## src/rtl/mem_arb_pkg.sv

```systemverilog
// Shared encodings for the I/D memory port arbiter.
package mem_arb_pkg;

  typedef enum logic [1:0] {
    IDLE   = 2'd0,
    ACCESS = 2'd1,
    RESP   = 2'd2
  } state_t;

  typedef enum logic {
    PORT_I = 1'b0,
    PORT_D = 1'b1
  } port_t;

  localparam logic [1:0] ALIGN_MASK = 2'b11;

endpackage

```

## src/rtl/mem_port_arbiter_rr_arb2.sv

```systemverilog
// Two-way round-robin grant: on a tie the port not granted last time wins.
module rr_arb2
  import mem_arb_pkg::*;
(
  input  logic  clk,
  input  logic  reset,
  input  logic  en,
  input  logic  req_i,
  input  logic  req_d,
  output logic  any_c,
  output port_t gnt_c
);

  port_t last_gnt;

  always_comb begin
    any_c = req_i | req_d;
    gnt_c = PORT_I;
    if (req_i && req_d) begin
      gnt_c = (last_gnt == PORT_I) ? PORT_D : PORT_I;
    end else if (req_d) begin
      gnt_c = PORT_D;
    end
  end

  // Reset to D so the first tie after reset goes to the fetch port.
  always_ff @(posedge clk or posedge reset) begin
    if (reset) begin
      last_gnt <= PORT_D;
    end else if (en && any_c) begin
      last_gnt <= gnt_c;
    end
  end

endmodule

```

## src/rtl/mem_port_arbiter.sv

```systemverilog
// Shares one single-port mem between a fetch port and a load/store port,
// filtering misaligned and out-of-range accesses before they reach mem.
module mem_port_arbiter
  import mem_arb_pkg::*;
#(
  parameter int unsigned       ADDR_W   = 32,
  parameter int unsigned       DATA_W   = 32,
  parameter logic [ADDR_W-1:0] CAPACITY = ADDR_W'(16'hffff)
) (
  input  logic              clk,
  input  logic              reset,
  input  logic              i_req,
  input  logic [ADDR_W-1:0] i_addr,
  output logic [DATA_W-1:0] i_rdata,
  output logic              i_done,
  output logic              i_err,
  input  logic              d_req,
  input  logic              d_we,
  input  logic [ADDR_W-1:0] d_addr,
  input  logic [DATA_W-1:0] d_wdata,
  output logic [DATA_W-1:0] d_rdata,
  output logic              d_done,
  output logic              d_err,
  output logic [ADDR_W-1:0] m_address,
  output logic [DATA_W-1:0] m_memIn,
  output logic              m_read,
  output logic              m_write,
  input  logic [DATA_W-1:0] m_memOut
);

  state_t state, state_nxt;

  // The latched address and store data live in m_address/m_memIn, which
  // are only non-zero during ACCESS, the one cycle they are needed.
  port_t lat_port, lat_port_nxt;
  logic  lat_we, lat_we_nxt;

  logic [DATA_W-1:0] i_rdata_nxt, d_rdata_nxt;
  logic              i_done_nxt, d_done_nxt, i_err_nxt, d_err_nxt;
  logic [ADDR_W-1:0] m_address_nxt;
  logic [DATA_W-1:0] m_mem_in_nxt;
  logic              m_read_nxt, m_write_nxt;

  logic              arb_en_c, any_c;
  port_t             gnt_c;
  logic              win_we_c, win_bad_c;
  logic [ADDR_W-1:0] win_addr_c;
  logic [DATA_W-1:0] win_wdata_c;

  rr_arb2 u_rr_arb2 (
    .clk   (clk),
    .reset (reset),
    .en    (arb_en_c),
    .req_i (i_req),
    .req_d (d_req),
    .any_c (any_c),
    .gnt_c (gnt_c)
  );

  // Winner's request fields and legality check.
  always_comb begin
    win_we_c    = 1'b0;
    win_addr_c  = i_addr;
    win_wdata_c = '0;
    if (gnt_c == PORT_D) begin
      win_we_c    = d_we;
      win_addr_c  = d_addr;
      win_wdata_c = d_wdata;
    end
    win_bad_c = ((win_addr_c[1:0] & ALIGN_MASK) != 2'b00) || (win_addr_c > CAPACITY);
  end

  // Next-state and next-output logic.
  always_comb begin
    state_nxt     = state;
    lat_port_nxt  = lat_port;
    lat_we_nxt    = lat_we;
    i_rdata_nxt   = i_rdata;
    d_rdata_nxt   = d_rdata;
    i_err_nxt     = i_err;
    d_err_nxt     = d_err;
    i_done_nxt    = 1'b0;
    d_done_nxt    = 1'b0;
    m_address_nxt = '0;
    m_mem_in_nxt  = '0;
    m_read_nxt    = 1'b0;
    m_write_nxt   = 1'b0;
    arb_en_c      = 1'b0;

    case (state)
      IDLE: begin
        arb_en_c = 1'b1;
        if (any_c) begin
          lat_port_nxt = gnt_c;
          lat_we_nxt   = win_we_c;
          if (win_bad_c) begin
            state_nxt = RESP;
            if (gnt_c == PORT_D) begin
              d_done_nxt  = 1'b1;
              d_err_nxt   = 1'b1;
              d_rdata_nxt = '0;
            end else begin
              i_done_nxt  = 1'b1;
              i_err_nxt   = 1'b1;
              i_rdata_nxt = '0;
            end
          end else begin
            state_nxt     = ACCESS;
            m_address_nxt = win_addr_c;
            m_read_nxt    = ~win_we_c;
            m_write_nxt   = win_we_c;
            m_mem_in_nxt  = win_we_c ? win_wdata_c : '0;
          end
        end
      end
      ACCESS: begin
        state_nxt = RESP;
        if (lat_port == PORT_D) begin
          d_done_nxt  = 1'b1;
          d_err_nxt   = 1'b0;
          d_rdata_nxt = lat_we ? '0 : m_memOut;
        end else begin
          i_done_nxt  = 1'b1;
          i_err_nxt   = 1'b0;
          i_rdata_nxt = m_memOut;
        end
      end
      RESP: begin
        state_nxt = IDLE;
      end
      default: begin
        state_nxt = IDLE;
      end
    endcase
  end

  always_ff @(posedge clk or posedge reset) begin
    if (reset) begin
      state     <= IDLE;
      lat_port  <= PORT_I;
      lat_we    <= 1'b0;
      i_rdata   <= '0;
      d_rdata   <= '0;
      i_done    <= 1'b0;
      d_done    <= 1'b0;
      i_err     <= 1'b0;
      d_err     <= 1'b0;
      m_address <= '0;
      m_memIn   <= '0;
      m_read    <= 1'b0;
      m_write   <= 1'b0;
    end else begin
      state     <= state_nxt;
      lat_port  <= lat_port_nxt;
      lat_we    <= lat_we_nxt;
      i_rdata   <= i_rdata_nxt;
      d_rdata   <= d_rdata_nxt;
      i_done    <= i_done_nxt;
      d_done    <= d_done_nxt;
      i_err     <= i_err_nxt;
      d_err     <= d_err_nxt;
      m_address <= m_address_nxt;
      m_memIn   <= m_mem_in_nxt;
      m_read    <= m_read_nxt;
      m_write   <= m_write_nxt;
    end
  end

endmodule

```

## config.mk

```make
export PLATFORM = sky130hd
export DESIGN_NAME = mem_port_arbiter
export DESIGN_NICKNAME = d
export VERILOG_FILES = /design/src/rtl/mem_arb_pkg.sv /design/src/rtl/mem_port_arbiter_rr_arb2.sv /design/src/rtl/mem_port_arbiter.sv
export SDC_FILE = /design/constraint.sdc
export NUM_CORES = 1
export LEC_CHECK = 0
export ABC_AREA = 1
export CAP_MARGIN = 40
export CORE_MARGIN = 4
export CORE_UTILIZATION = 39
export CTS_BUF_LIST = sky130_fd_sc_hd__clkbuf_8
export CTS_CLUSTER_SIZE = 16
export DETAILED_ROUTE_END_ITERATION = 8
export PLACE_DENSITY = 0.79
export RECOVER_POWER = 25
export SYNTH_ARGS = -nofsm -noshare
export SYNTH_HDL_FRONTEND = slang
export SYNTH_SLANG_ARGS = --single-unit
```

## constraint.sdc

```tcl
create_clock -name clk -period 4.9 [get_ports clk]
set_input_delay 1.47 -clock clk [delete_from_list [all_inputs] [get_ports clk]]
set_output_delay 1.47 -clock clk [all_outputs]
set_load 0.02 [all_outputs]
```

# == After elaboration in Yosys (flattened, before gate mapping) ==
# Index checks and enable logic that the tools add are counted.
# totals
register_bits,139
in_bits,133
word_cells,87
# op_classes
n_lt_le_gt_ge,1
eq_ne,7
n_mux,54
n_bitwise,2
reduce_logical,9
# ops
cell,count
two-way mux 32 bit,18
case mux 32 bit (2 select lines),2
> comparator 32 x 16 -> 1 bit (second input constant),1
two-way mux 1 bit,27
inequality test 2 bit (second input constant),5
AND reduction 5 bit,2
case mux 1 bit (2 select lines),4
two-way mux 2 bit,2
case mux 2 bit (2 select lines),1
nonzero test 2 bit,2
== test 2 x 1 -> 1 bit (second input constant),1
logical AND 1 bit,2
logical NOT 2 bit,1
inequality test 2 x 1 -> 1 bit (second input constant),1
AND reduction 2 bit,1
logical OR 1 bit,1
NOT 1 bit,1
bitwise OR 1 bit,1

# == Longest topological paths before layout ==
# Gate-level depths: netlist of the first run.
# logic_depth
word_depth,8
mapped_depth,14
mapped_depth_nobuf,13

# == Hierarchy ==
# Synthesis of the first run repeated with hierarchy kept, for this count alone.
# hier_totals
cells_unflattened,658
area_unflattened_um2,5666.7
# modules_own_cells
mod,n_inst,cells_per_inst,area_each_um2,seq_area_each_um2
mem_port_arbiter,1,649,5601.6,3453.3
rr_arb2,1,9,65.1,26.3

# == Worst setup path before layout of the first run ==
# OpenSTA, ideal clock, no wires.
# synth_path
path_kind,in2reg
from,input d_req
to,register d_rdata[10]
setup_ns,0.117
arrival_time_ns,2.744
setup_slack_ns,2.039
path_stages,12
path_buffers,3
path_cell_list,buf_4 -> nand2_8 -> buf_6 -> o21ai_0 -> nand3_1 -> nor2_1 -> nand2_2 -> nand2_2 -> nand2_2 -> buf_2 -> nand2_1 -> nand2_1
# synth_via
elab_chain_cells,7
elab_cells_between_ends,12
cone_classes,order compare: 1; eq/ne: 3; mux: 3; bitwise: 1; reduce/logical: 4
# synth_rtl
element,line,rtl
from (decl),mem_port_arbiter.sv:17,"input logic d_req,"
two-way mux 1 bit / logical AND 1 bit (equally long branches),"mem_port_arbiter_rr_arb2.sv:21, mem_port_arbiter_rr_arb2.sv:19",
two-way mux 1 bit,mem_port_arbiter_rr_arb2.sv:19,if (req_i && req_d) begin
two-way mux 32 bit,mem_port_arbiter.sv:65,if (gnt_c == PORT_D) begin
> comparator 32 x 16 -> 1 bit / nonzero test 2 bit (equally long branches),mem_port_arbiter.sv:70,win_bad_c = ((win_addr_c[1:0] & ALIGN_MASK) != 2'b00) || (win_addr_c > CAPACITY);
logical OR 1 bit,mem_port_arbiter.sv:70,
inequality test 2 bit (no line),--,
AND reduction 5 bit (no line) *,--,
to (signal assigned),mem_port_arbiter.sv:157,d_rdata <= d_rdata_nxt;
to (decl),mem_port_arbiter.sv:21,"output logic [DATA_W-1:0] d_rdata,"
# Every way passes the cells marked *; elsewhere a longest branch is shown, timed or not.
# A chain may end at the register's enable or synchronous reset.

# == Worst setup path after layout of the first run ==
# layout_path
from,input d_req
to,register m_memIn[8]
# layout_via
elab_chain_cells,8
elab_cells_between_ends,14
cone_classes,order compare: 1; mux: 9; bitwise: 1; reduce/logical: 3
# layout_rtl
element,line,rtl
two-way mux 1 bit / logical AND 1 bit (equally long branches),"mem_port_arbiter_rr_arb2.sv:21, mem_port_arbiter_rr_arb2.sv:19",
two-way mux 1 bit,mem_port_arbiter_rr_arb2.sv:19,
two-way mux 32 bit,mem_port_arbiter.sv:65,
> comparator 32 x 16 -> 1 bit / nonzero test 2 bit (equally long branches),mem_port_arbiter.sv:70,
logical OR 1 bit,mem_port_arbiter.sv:70,
two-way mux 32 bit,mem_port_arbiter.sv:96,if (win_bad_c) begin
two-way mux 32 bit *,mem_port_arbiter.sv:93,if (any_c) begin
two-way mux 32 bit *,mem_port_arbiter.sv:90,case (state)
named net m_mem_in_nxt[8],mem_port_arbiter.sv:41,logic [DATA_W-1:0] m_mem_in_nxt;
to (signal assigned),mem_port_arbiter.sv:163,m_memIn <= m_mem_in_nxt;
to (decl),mem_port_arbiter.sv:25,"output logic [DATA_W-1:0] m_memIn,"
# Mark *: on every way through the listed nets, which the timed path passes. The rest lies on a longest branch.

==> flow_summary.json, run 1 <==
{
  "postRouteAntennaNets": 0,
  "timing.slew.headroom_pct": -2.55,
  "cts_resized": 0,
  "yosysSeqAreaShare_pct": 58.9,
  "drt_first_pass_iters": 4,
  "ios": 267,
  "wirelength_um": 18200,
  "initial_utilization_pct": 40.2,
  "grt-ovfl-total": 0,
  "maxSlewViolCount": 33,
  "fmax_mhz": 278,
  "outcome": "complete, but fails checks",
  "tightest_slew_ps": 1530,
  "portBuffers": 266,
  "ys_ff_latch": 139,
  "worstSetupPathType": "in -> reg",
  "fin_util_pct": 62.9,
  "fin_nets": 1046,
  "grt_pass1_vias": 5381,
  "synth_top_family_by_area": "simple AND/OR/NAND/NOR gates",
  "worstPathCellList": "clkdlybuf4s50_1 -> nand2_8 -> inv_2 -> nand2_1 -> nand2_1 -> nor2_1 -> nand2_1 -> nor2_1 -> nand2_2 -> nor2_4 -> nand2_4 -> nor2_2",
  "synth_edf_count": 0,
  "cts_hold_buf": 0,
  "grt_pass1_wl_um": 28800,
  "dieWidth_um": 131,
  "vias_per_cell": 4.78,
  "detail_route.wl_per_cell_um": 16.4,
  "path_delay_family": "simple AND/OR/NAND/NOR gates",
  "synth_compound_area_share_pct": 0.677,
  "ys_warn_count": 0,
  "min_path_type": "reg -> reg",
  "fp.dieArea_um2": 17200,
  "clk_latency_ps": 440,
  "fin_crit_ps": 3600,
  "fin_cells": 1110,
  "grt_use_total_pct": 21.1,
  "cp_max_fo": 36,
  "netlist_area_um2": 5910,
  "setup_tns_ps": 0,
  "maxCapViolCount": 1,
  "clk_pin_slew_ps": 70,
  "cts_sinks": 139,
  "end_kind": "register",
  "die_h_um": 131,
  "drive_gt1_share_pct": 9.07,
  "crit_arrival_ps": 3950,
  "violations": "max-capacitance violations, max-slew violations",
  "required_ps": 5250,
  "n_antenna_cell": 0,
  "rsz0062_at_grt": "no",
  "postSynthAreaPerCell_um2": 9.25,
  "rows": 44,
  "register_area_um2": 3480,
  "h-tree-depth": 4,
  "synthMuxAreaShare_pct": 2.37,
  "async_flop_share_pct": 100,
  "antenna_found_initial": 0,
  "max_stage_delay_ps": 630,
  "power_mw": 2.78,
  "skew_ps": 14.2,
  "ys.flop_type": "dfrtp_1",
  "start_kind": "input pin",
  "min_period_over_period_pct": 73.4,
  "drt-initial-drc-count": 345,
  "coreArea_um2": 14700,
  "crit_top_cell": "nand2_1",
  "synthCells": 639,
  "multi_input_area_um2": 2090,
  "place_inst": 1078,
  "post_cts_buffers": 0,
  "grt_max_degree": 63,
  "critPathSlowestCell": "clkdlybuf4s50_1",
  "numCtsBuffers": 17,
  "drcViolationCount": 0,
  "cts_tree": "yes",
  "gp_congestion": 0.798,
  "p_leak_nw": 4.59,
  "post_synth_num_cell_types": 27,
  "area_delta_synth_final_pct": 56.3,
  "fillers": 1233,
  "cts_buffer_depth": 2,
  "synthXorXnorAreaFrac_pct": 0,
  "dp_hpwl_um": 13400,
  "vdd_drop_max_mv": 0.198,
  "cts_root_buf": "clkbuf_8",
  "path_buf_inv": 2,
  "vias": 5302,
  "powerDensity_nw_per_um2": 300,
  "synth_fa_ha_area_share_pct": 0,
  "setup_violations": 0,
  "worst_hold_slack_ps": 489,
  "synth-simple-area-share_pct": 31.1,
  "hold_violations": 0
}
where the power goes:
group          switching [mW]  total [mW]  internal [mW]  leakage, nW
logic                   0.386       0.621          0.235         2.51
registers              0.0133        1.19           1.18         1.88
clock network           0.466       0.964          0.498        0.200
total                   0.865        2.78           1.91         4.59
cells by family after synthesis:
family,Yosys count
other,1
buffers and inverters,91
AND/OR/NAND/NOR,386
AO/OA/AOI/OAI,8
flip-flops,139
multiplexers,14
routing by layer:
layer	GRT usage, %	part of all wire, %
met5	0	0
met2	35.6	50
met3	10.8	12
met4	6.48	1.4
met1	23.6	37
layout by cell type, fill, tap and decap left out, drive strengths merged, types with 2 or more instances in the layout:
cell           count
clkbuf            21
clkinv             3
dfrtp            138
nand2            184
nand4             32
clkdlybuf4s50    265
conb              18
o21ai              5
inv               54
nand3             72
clkinvlp           5
mux2i             14
bufinv             2
nor2              96
a21oi              3
buf               10
cell type report:
| class | count | area share [%] |
|---|---|---|
| flip-flops and latches | 139 | 37.7 |
| repair buffers | 277 | 30.7 |
| multi-input cells | 426 | 22.6 |
| clock buffers | 20 | 2.98 |
| well taps | 184 | 2.49 |
| inverters | 52 | 2.13 |
| clock inverters | 12 | 1.49 |
tightest hold or removal path, stage by stage, from the launching register on:
cell     delay (ps)
dfrtp_1         340
nand2_1          50
o21ai_0          60
Yosys cell counts, types with 2 or more instances:
library cell | count | area [µm²]
nor2_2 | 10 | 62.6
nand2_2 | 4 | 25.0
inv_2 | 3 | 11.3
nor2_1 | 66 | 248
nand3_1 | 72 | 360
buf_2 | 9 | 45.0
dfrtp_1 | 138 | 3450
nand4_1 | 32 | 200
o21ai_0 | 4 | 20.0
a21oi_1 | 3 | 15.0
nor2_4 | 20 | 225
clkinv_1 | 2 | 7.51
buf_8 | 2 | 30.0
mux2i_1 | 14 | 140
nand2_4 | 2 | 22.5
inv_1 | 47 | 176
clkbuf_1 | 20 | 75.1
buf_1 | 3 | 11.3
nand2_1 | 177 | 664
buf_6 | 4 | 45.0
path summary, 6_finish.rpt:
check / cells after the start / endpoint / start / slack (ps)
min in group asynchronous: 2 / state[1] / reset / 1830
min: 2 / lat_we / lat_we / 490
max in group asynchronous: 3 / m_address[15] / reset / 1470
min reg2reg: 2 / lat_we / lat_we / 490
max reg2reg: 9 / d_rdata[2] / state[1] / 2400
max: 12 / m_memIn[8] / d_req / 1300
flip-flops by register name (all words and copies together), names as in the netlist:
signal	cells
i_rdata	32
u_rr_arb2.last_gnt	1
m_read	1
m_memIn	32
lat_port	1
d_done	1
i_done	1
d_err	1
state	2
d_rdata	32
m_write	1
lat_we	1
m_address	32
i_err	1
through the flow:
stage          area (µm²)  setup slack, ps
3_5_place_dp         8830              850
2_1_floorplan        5980             1700
4_1_cts              9250             1320
6_report             9240             1300
5_1_grt              9240             1040
3_3_place_gp         8720              901
No activity file was read; power rests on OpenSTA's default activity.
==> inputs of run 2 (changes only) <==
- clock period: 4.9 -> 2.88 ns (I/O delays scaled with it)
==> run 2 against run 1 <==
Compared with the run above: the flow now finishes without violations; design area grew 0.74%; total power up 67%; critical path type unchanged; sequential share of layout area decreased by 0.28 points; non-clock buffer count increased by 11; via count increased by 0.51%; core utilization grew 0.47 points.
==> flow_summary.json, run 2 (synthesized netlist as in run 1, its figures left out) <==
{
  "multi_input_area_um2": 2090,
  "outcome": "finished clean",
  "grt-ovfl-total": 0,
  "vdd_drop_max_mv": 0.374,
  "min_path_type": "reg -> reg",
  "portBuffers": 266,
  "n_antenna_cell": 0,
  "layout_commonest_cell": "clkdlybuf4s50_1",
  "r2r-end": "i_rdata[23]",
  "initial_utilization_pct": 40.2,
  "vias": 5329,
  "power_mw": 4.64,
  "fin_crit_ps": 2420,
  "gp_congestion": 0.767,
  "dp_hpwl_um": 13700,
  "cts_tree": "yes",
  "critPathSlowestCell": "clkdlybuf4s50_1",
  "cts_buffer_depth": 2,
  "worstSetupPathType": "in -> reg",
  "grt_max_degree": 53,
  "vias_per_cell": 4.76,
  "path_delay_family": "simple AND/OR/NAND/NOR gates",
  "required_ps": 3210,
  "fin_nets": 1057,
  "p_leak_nw": 4.64,
  "drt_first_pass_iters": 4,
  "post_cts_buffers": 0,
  "drt-initial-drc-count": 353,
  "clk_latency_ps": 440,
  "fillers": 1188,
  "maxCapViolCount": 0,
  "start_kind": "input pin",
  "place_ws_ps": -4.60,
  "maxSlewViolCount": 0,
  "grt_use_total_pct": 21.1,
  "tightest_slew_ps": 962,
  "drcViolationCount": 0,
  "detail_route.wl_per_cell_um": 16.2,
  "register_area_um2": 3480,
  "drive_gt1_share_pct": 9.95,
  "timing.slew.headroom_pct": 35.5,
  "h-tree-depth": 4,
  "r2r_start": "state[1]",
  "cts_sinks": 139,
  "wirelength_um": 18200,
  "fin_cells": 1119,
  "skew_ps": 12.5,
  "powerDensity_nw_per_um2": 498,
  "coreArea_um2": 14700,
  "postRouteAntennaNets": 0,
  "area_delta_synth_final_pct": 57.5,
  "clk_pin_slew_ps": 80,
  "min_period_over_period_pct": 84.0,
  "crit_arrival_ps": 2750,
  "end_kind": "register",
  "fmax_mhz": 413,
  "hold_depth": 2,
  "rsz0062_at_grt": "no",
  "ios": 267,
  "min_from": "lat_we",
  "fin_util_pct": 63.3,
  "fin_ws_ps": 460,
  "path_buf_inv": 3,
  "grt_pass1_wl_um": 28800,
  "cts_resized": 0,
  "cp_max_fo": 26,
  "numCtsBuffers": 17,
  "fp.dieArea_um2": 17200,
  "die_h_um": 131,
  "cts_hold_buf": 0,
  "max_stage_delay_ps": 520,
  "antenna_found_initial": 0,
  "rows": 44,
  "reg2regPathDepth": 8,
  "rrSetupSlack_ps": 790,
  "dieWidth_um": 131,
  "cts_root_buf": "clkbuf_8",
  "worstPathCellList": "clkdlybuf4s50_1 -> nand2_4 -> buf_4 -> nand3_1 -> nand2_1 -> nor2_1 -> nand3_1 -> nor2_1 -> nand2_2 -> nand2_2 -> nand2_2 -> buf_12 -> nand2_1 -> nand2_1",
  "grt_pass1_vias": 5467,
  "layout.cells.most_common_list": "clkdlybuf4s50_1 (265), nand2_1 (177), dfrtp_1 (138)",
  "holdPathEnd": "lat_we",
  "setup_violations": 0,
  "hold_violations": 0,
  "place_inst": 1089
}
## run 2: power breakdown
part | internal (mW) | switching (mW) | leakage (nW)
Sequential | 2.00 | 0.0258 | 1.88
Combinational | 0.429 | 0.655 | 2.57
Clock | 0.779 | 0.746 | 0.193
## run 2: cell type report
cell class              instances  share of cell area [%]
flip-flops and latches        139                    37.4
repair buffers                288                    31.6
multi-input cells             426                    22.4
clock buffers                  18                    2.66
well taps                     184                    2.47
inverters                      52                    2.11
clock inverters                12                    1.37
## run 2: worst max-delay path by stage
stage,cells after the start,end,start,slack [ps]
after global placement,15,d_rdata[23],i_req,40
final,14,d_rdata[23],i_req,460
after global routing,3,d_rdata[16],reset,310
after detailed placement,14,d_rdata[23],i_req,-5
after CTS,14,d_rdata[23],i_req,480
after floorplan,1,d_done,reset,280
## run 2: per-layer routing
metal	GRT usage (%)	vias up	part of all wire [%]
met5	0	-	0
met4	7.53	0	2.0
met3	9.56	27	11
met2	35.4	254	50
met1	23.9	2482	37
li1	-	2566	-
## run 2: stage by stage
stage | TNS (ps) | hold slack [ps] | instance area (µm²)
after global placement | 0 | 469 | 8910
final | 0 | 490 | 9310
after floorplan | 0 | 453 | 5980
after CTS | 0 | 495 | 9340
after global routing | 0 | 515 | 9310
after detailed placement | -4.60 | 477 | 8960
## run 2: worst reg2reg max path, cell delays in order (launching register included)
cell and delay [ps]:
dfrtp_1 360, clkinv_1 80, nand2_1 80, buf_4 340
nor2_1 110, inv_1 560, buf_4 320, nand3_1 90
nand2_1 80
==> inputs of run 3 (changes only) <==
- clock period: 2.88 -> 2.1 ns (I/O delays scaled with it)
==> run 3 against run 2 <==
Compared with the run above: count of clock-buffer cells in the layout up 1; combinational power rose by 46%; non-clock buffer count grew 15; worst hold slack improved by 9.4 ps; clock skew decreased by 2.9 ps; global-route usage up 0.33 points; routed wire length rose by 5.8%; core utilization is 2.2 points higher; total power rose by 45%; sequential power is 37% higher; critical endpoint is now d_rdata[28].
==> flow_summary.json, run 3 (synthesized netlist as in run 1, its figures left out) <==
{
  "required_ps": 1470,
  "drcViolationCount": 0,
  "setup_violations": 0,
  "powerDensity_nw_per_um2": 699,
  "area_delta_synth_final_pct": 63.0,
  "worstSetupPathType": "reg -> out",
  "fin_util_pct": 65.6,
  "vias_per_cell": 4.79,
  "end_kind": "output port",
  "die_h_um": 131,
  "path_delay_family": "buffers and inverters",
  "place_ws_ps": -514,
  "vias": 5441,
  "fin_nets": 1074,
  "antenna_found_initial": 0,
  "max_stage_delay_ps": 620,
  "ios": 267,
  "grt_max_degree": 51,
  "h-tree-depth": 4,
  "p_leak_nw": 5.49,
  "reg2regPathDepth": 12,
  "coreArea_um2": 14700,
  "min_from": "i_rdata[28]",
  "multi_input_area_um2": 2150,
  "r2r_start": "u_rr_arb2.last_gnt",
  "holdPathEnd": "i_rdata[28]",
  "layout.cells.most_common_list": "clkdlybuf4s50_1 (216), nand2_1 (177), dfrtp_1 (138)",
  "gp_congestion": 0.775,
  "worst_hold_slack_ps": 499,
  "detail_route.wl_per_cell_um": 16.9,
  "drt_first_pass_iters": 5,
  "grt_pass1_vias": 5514,
  "postRouteAntennaNets": 0,
  "numCtsBuffers": 17,
  "critPathSlowestCell": "clkdlybuf4s50_1",
  "rows": 44,
  "grt_pass1_wl_um": 29400,
  "fillers": 1156,
  "crit_arrival_ps": 1420,
  "clk_latency_ps": 430,
  "portBuffers": 266,
  "cts_hold_buf": 0,
  "grt_use_total_pct": 21.4,
  "fin_crit_ps": 2050,
  "tightest_slew_ps": 1060,
  "fp.dieArea_um2": 17200,
  "cts_sinks": 139,
  "drive_gt1_share_pct": 12.5,
  "min_path_type": "reg -> reg",
  "clk_pin_slew_ps": 70,
  "min_period_over_period_pct": 97.5,
  "timing.slew.headroom_pct": 29.5,
  "cp_max_fo": 2,
  "hold_depth": 2,
  "dp_hpwl_um": 13500,
  "drt-initial-drc-count": 345,
  "start_kind": "register",
  "path_buf_inv": 1,
  "fin_ws_ps": 53.0,
  "rrSetupSlack_ps": 90,
  "vdd_drop_max_mv": 0.494,
  "register_area_um2": 3480,
  "fmax_mhz": 489,
  "wirelength_um": 19200,
  "worstPathCellList": "clkdlybuf4s50_1",
  "initial_utilization_pct": 40.2,
  "skew_ps": 9.58,
  "cts_buffer_depth": 2,
  "outcome": "finished clean",
  "n_antenna_cell": 0,
  "layout_commonest_cell": "clkdlybuf4s50_1",
  "dieWidth_um": 131,
  "cts_root_buf": "clkbuf_8",
  "maxCapViolCount": 0,
  "maxSlewViolCount": 0,
  "hold_violations": 0,
  "cts_tree": "yes",
  "r2r-end": "m_memIn[30]",
  "grt-ovfl-total": 0,
  "rsz0062_at_grt": "yes"
}
[run 3: worst max path at each step]
stage	startpoint	endpoint	cells past startpoint
2_1_floorplan	reset	d_done	1
3_3_place_gp	i_req	d_rdata[25]	14
3_5_place_dp	i_req	d_rdata[18]	14
4_1_cts	i_rdata[7]	i_rdata[7]	1
5_1_grt	i_addr[0]	m_memIn[9]	12
6_report	d_rdata[28]	d_rdata[28]	1
[run 3: layout make-up]
class,count,share of cell area (%)
flip-flops and latches,139,36.1
well taps,184,2.39
clock buffers,19,2.71
inverters,52,2.06
repair buffers,303,32.6
multi-input cells,428,22.3
clock inverters,11,1.77
[run 3: per-stage QoR]
| step | area, µm² | TNS [ps] | total power, mW | cells |
|---|---|---|---|---|
| finish | 9640 | 0 | 6.73 | 1136 |
| detailed placement | 8970 | -52730 | 4.33 | 1097 |
| CTS | 9430 | 0 | 6.72 | 1129 |
| floorplan | 5980 | -36470 | 3.65 | 656 |
| global placement | 8970 | -49000 | 4.32 | 1097 |
| global route | 9640 | -313 | 7.05 | 1136 |
[run 3: metal layers]
metal	track usage, %	vias up	wire length, µm
li1	-	2593	-
met1	23.3	2534	6970
met2	36.8	289	9760
met3	10.6	25	2200
met4	6.77	0	305
met5	0	-	0
[run 3: report_power, final]
part | switching [mW] | internal [mW] | leakage [nW]
Combinational | 0.946 | 0.631 | 3.40
Clock | 1.03 | 1.34 | 0.210
Sequential | 0.0362 | 2.75 | 1.88
Total | 2.01 | 4.72 | 5.49
[run 3: worst register-to-register path, cell delays in order, from the launching register on]
cell	delay, ps
dfstp_2	570
nand2_4	90
buf_6	140
nand3_1	60
nand2_1	50
nor2_1	100
nand3_1	110
nor2_1	130
nand2_2	130
nor2_4	140
nand2_4	130
clkbuf_16	210
nor2_4	90
[run 3: repair_timing]
action                                  in CTS  in global routing
cloned                                       1                  5
endpoints found under the setup margin      47                125
pin swaps                                    3                 10
buffers inserted                             1                  2
resized for setup                           11                 57
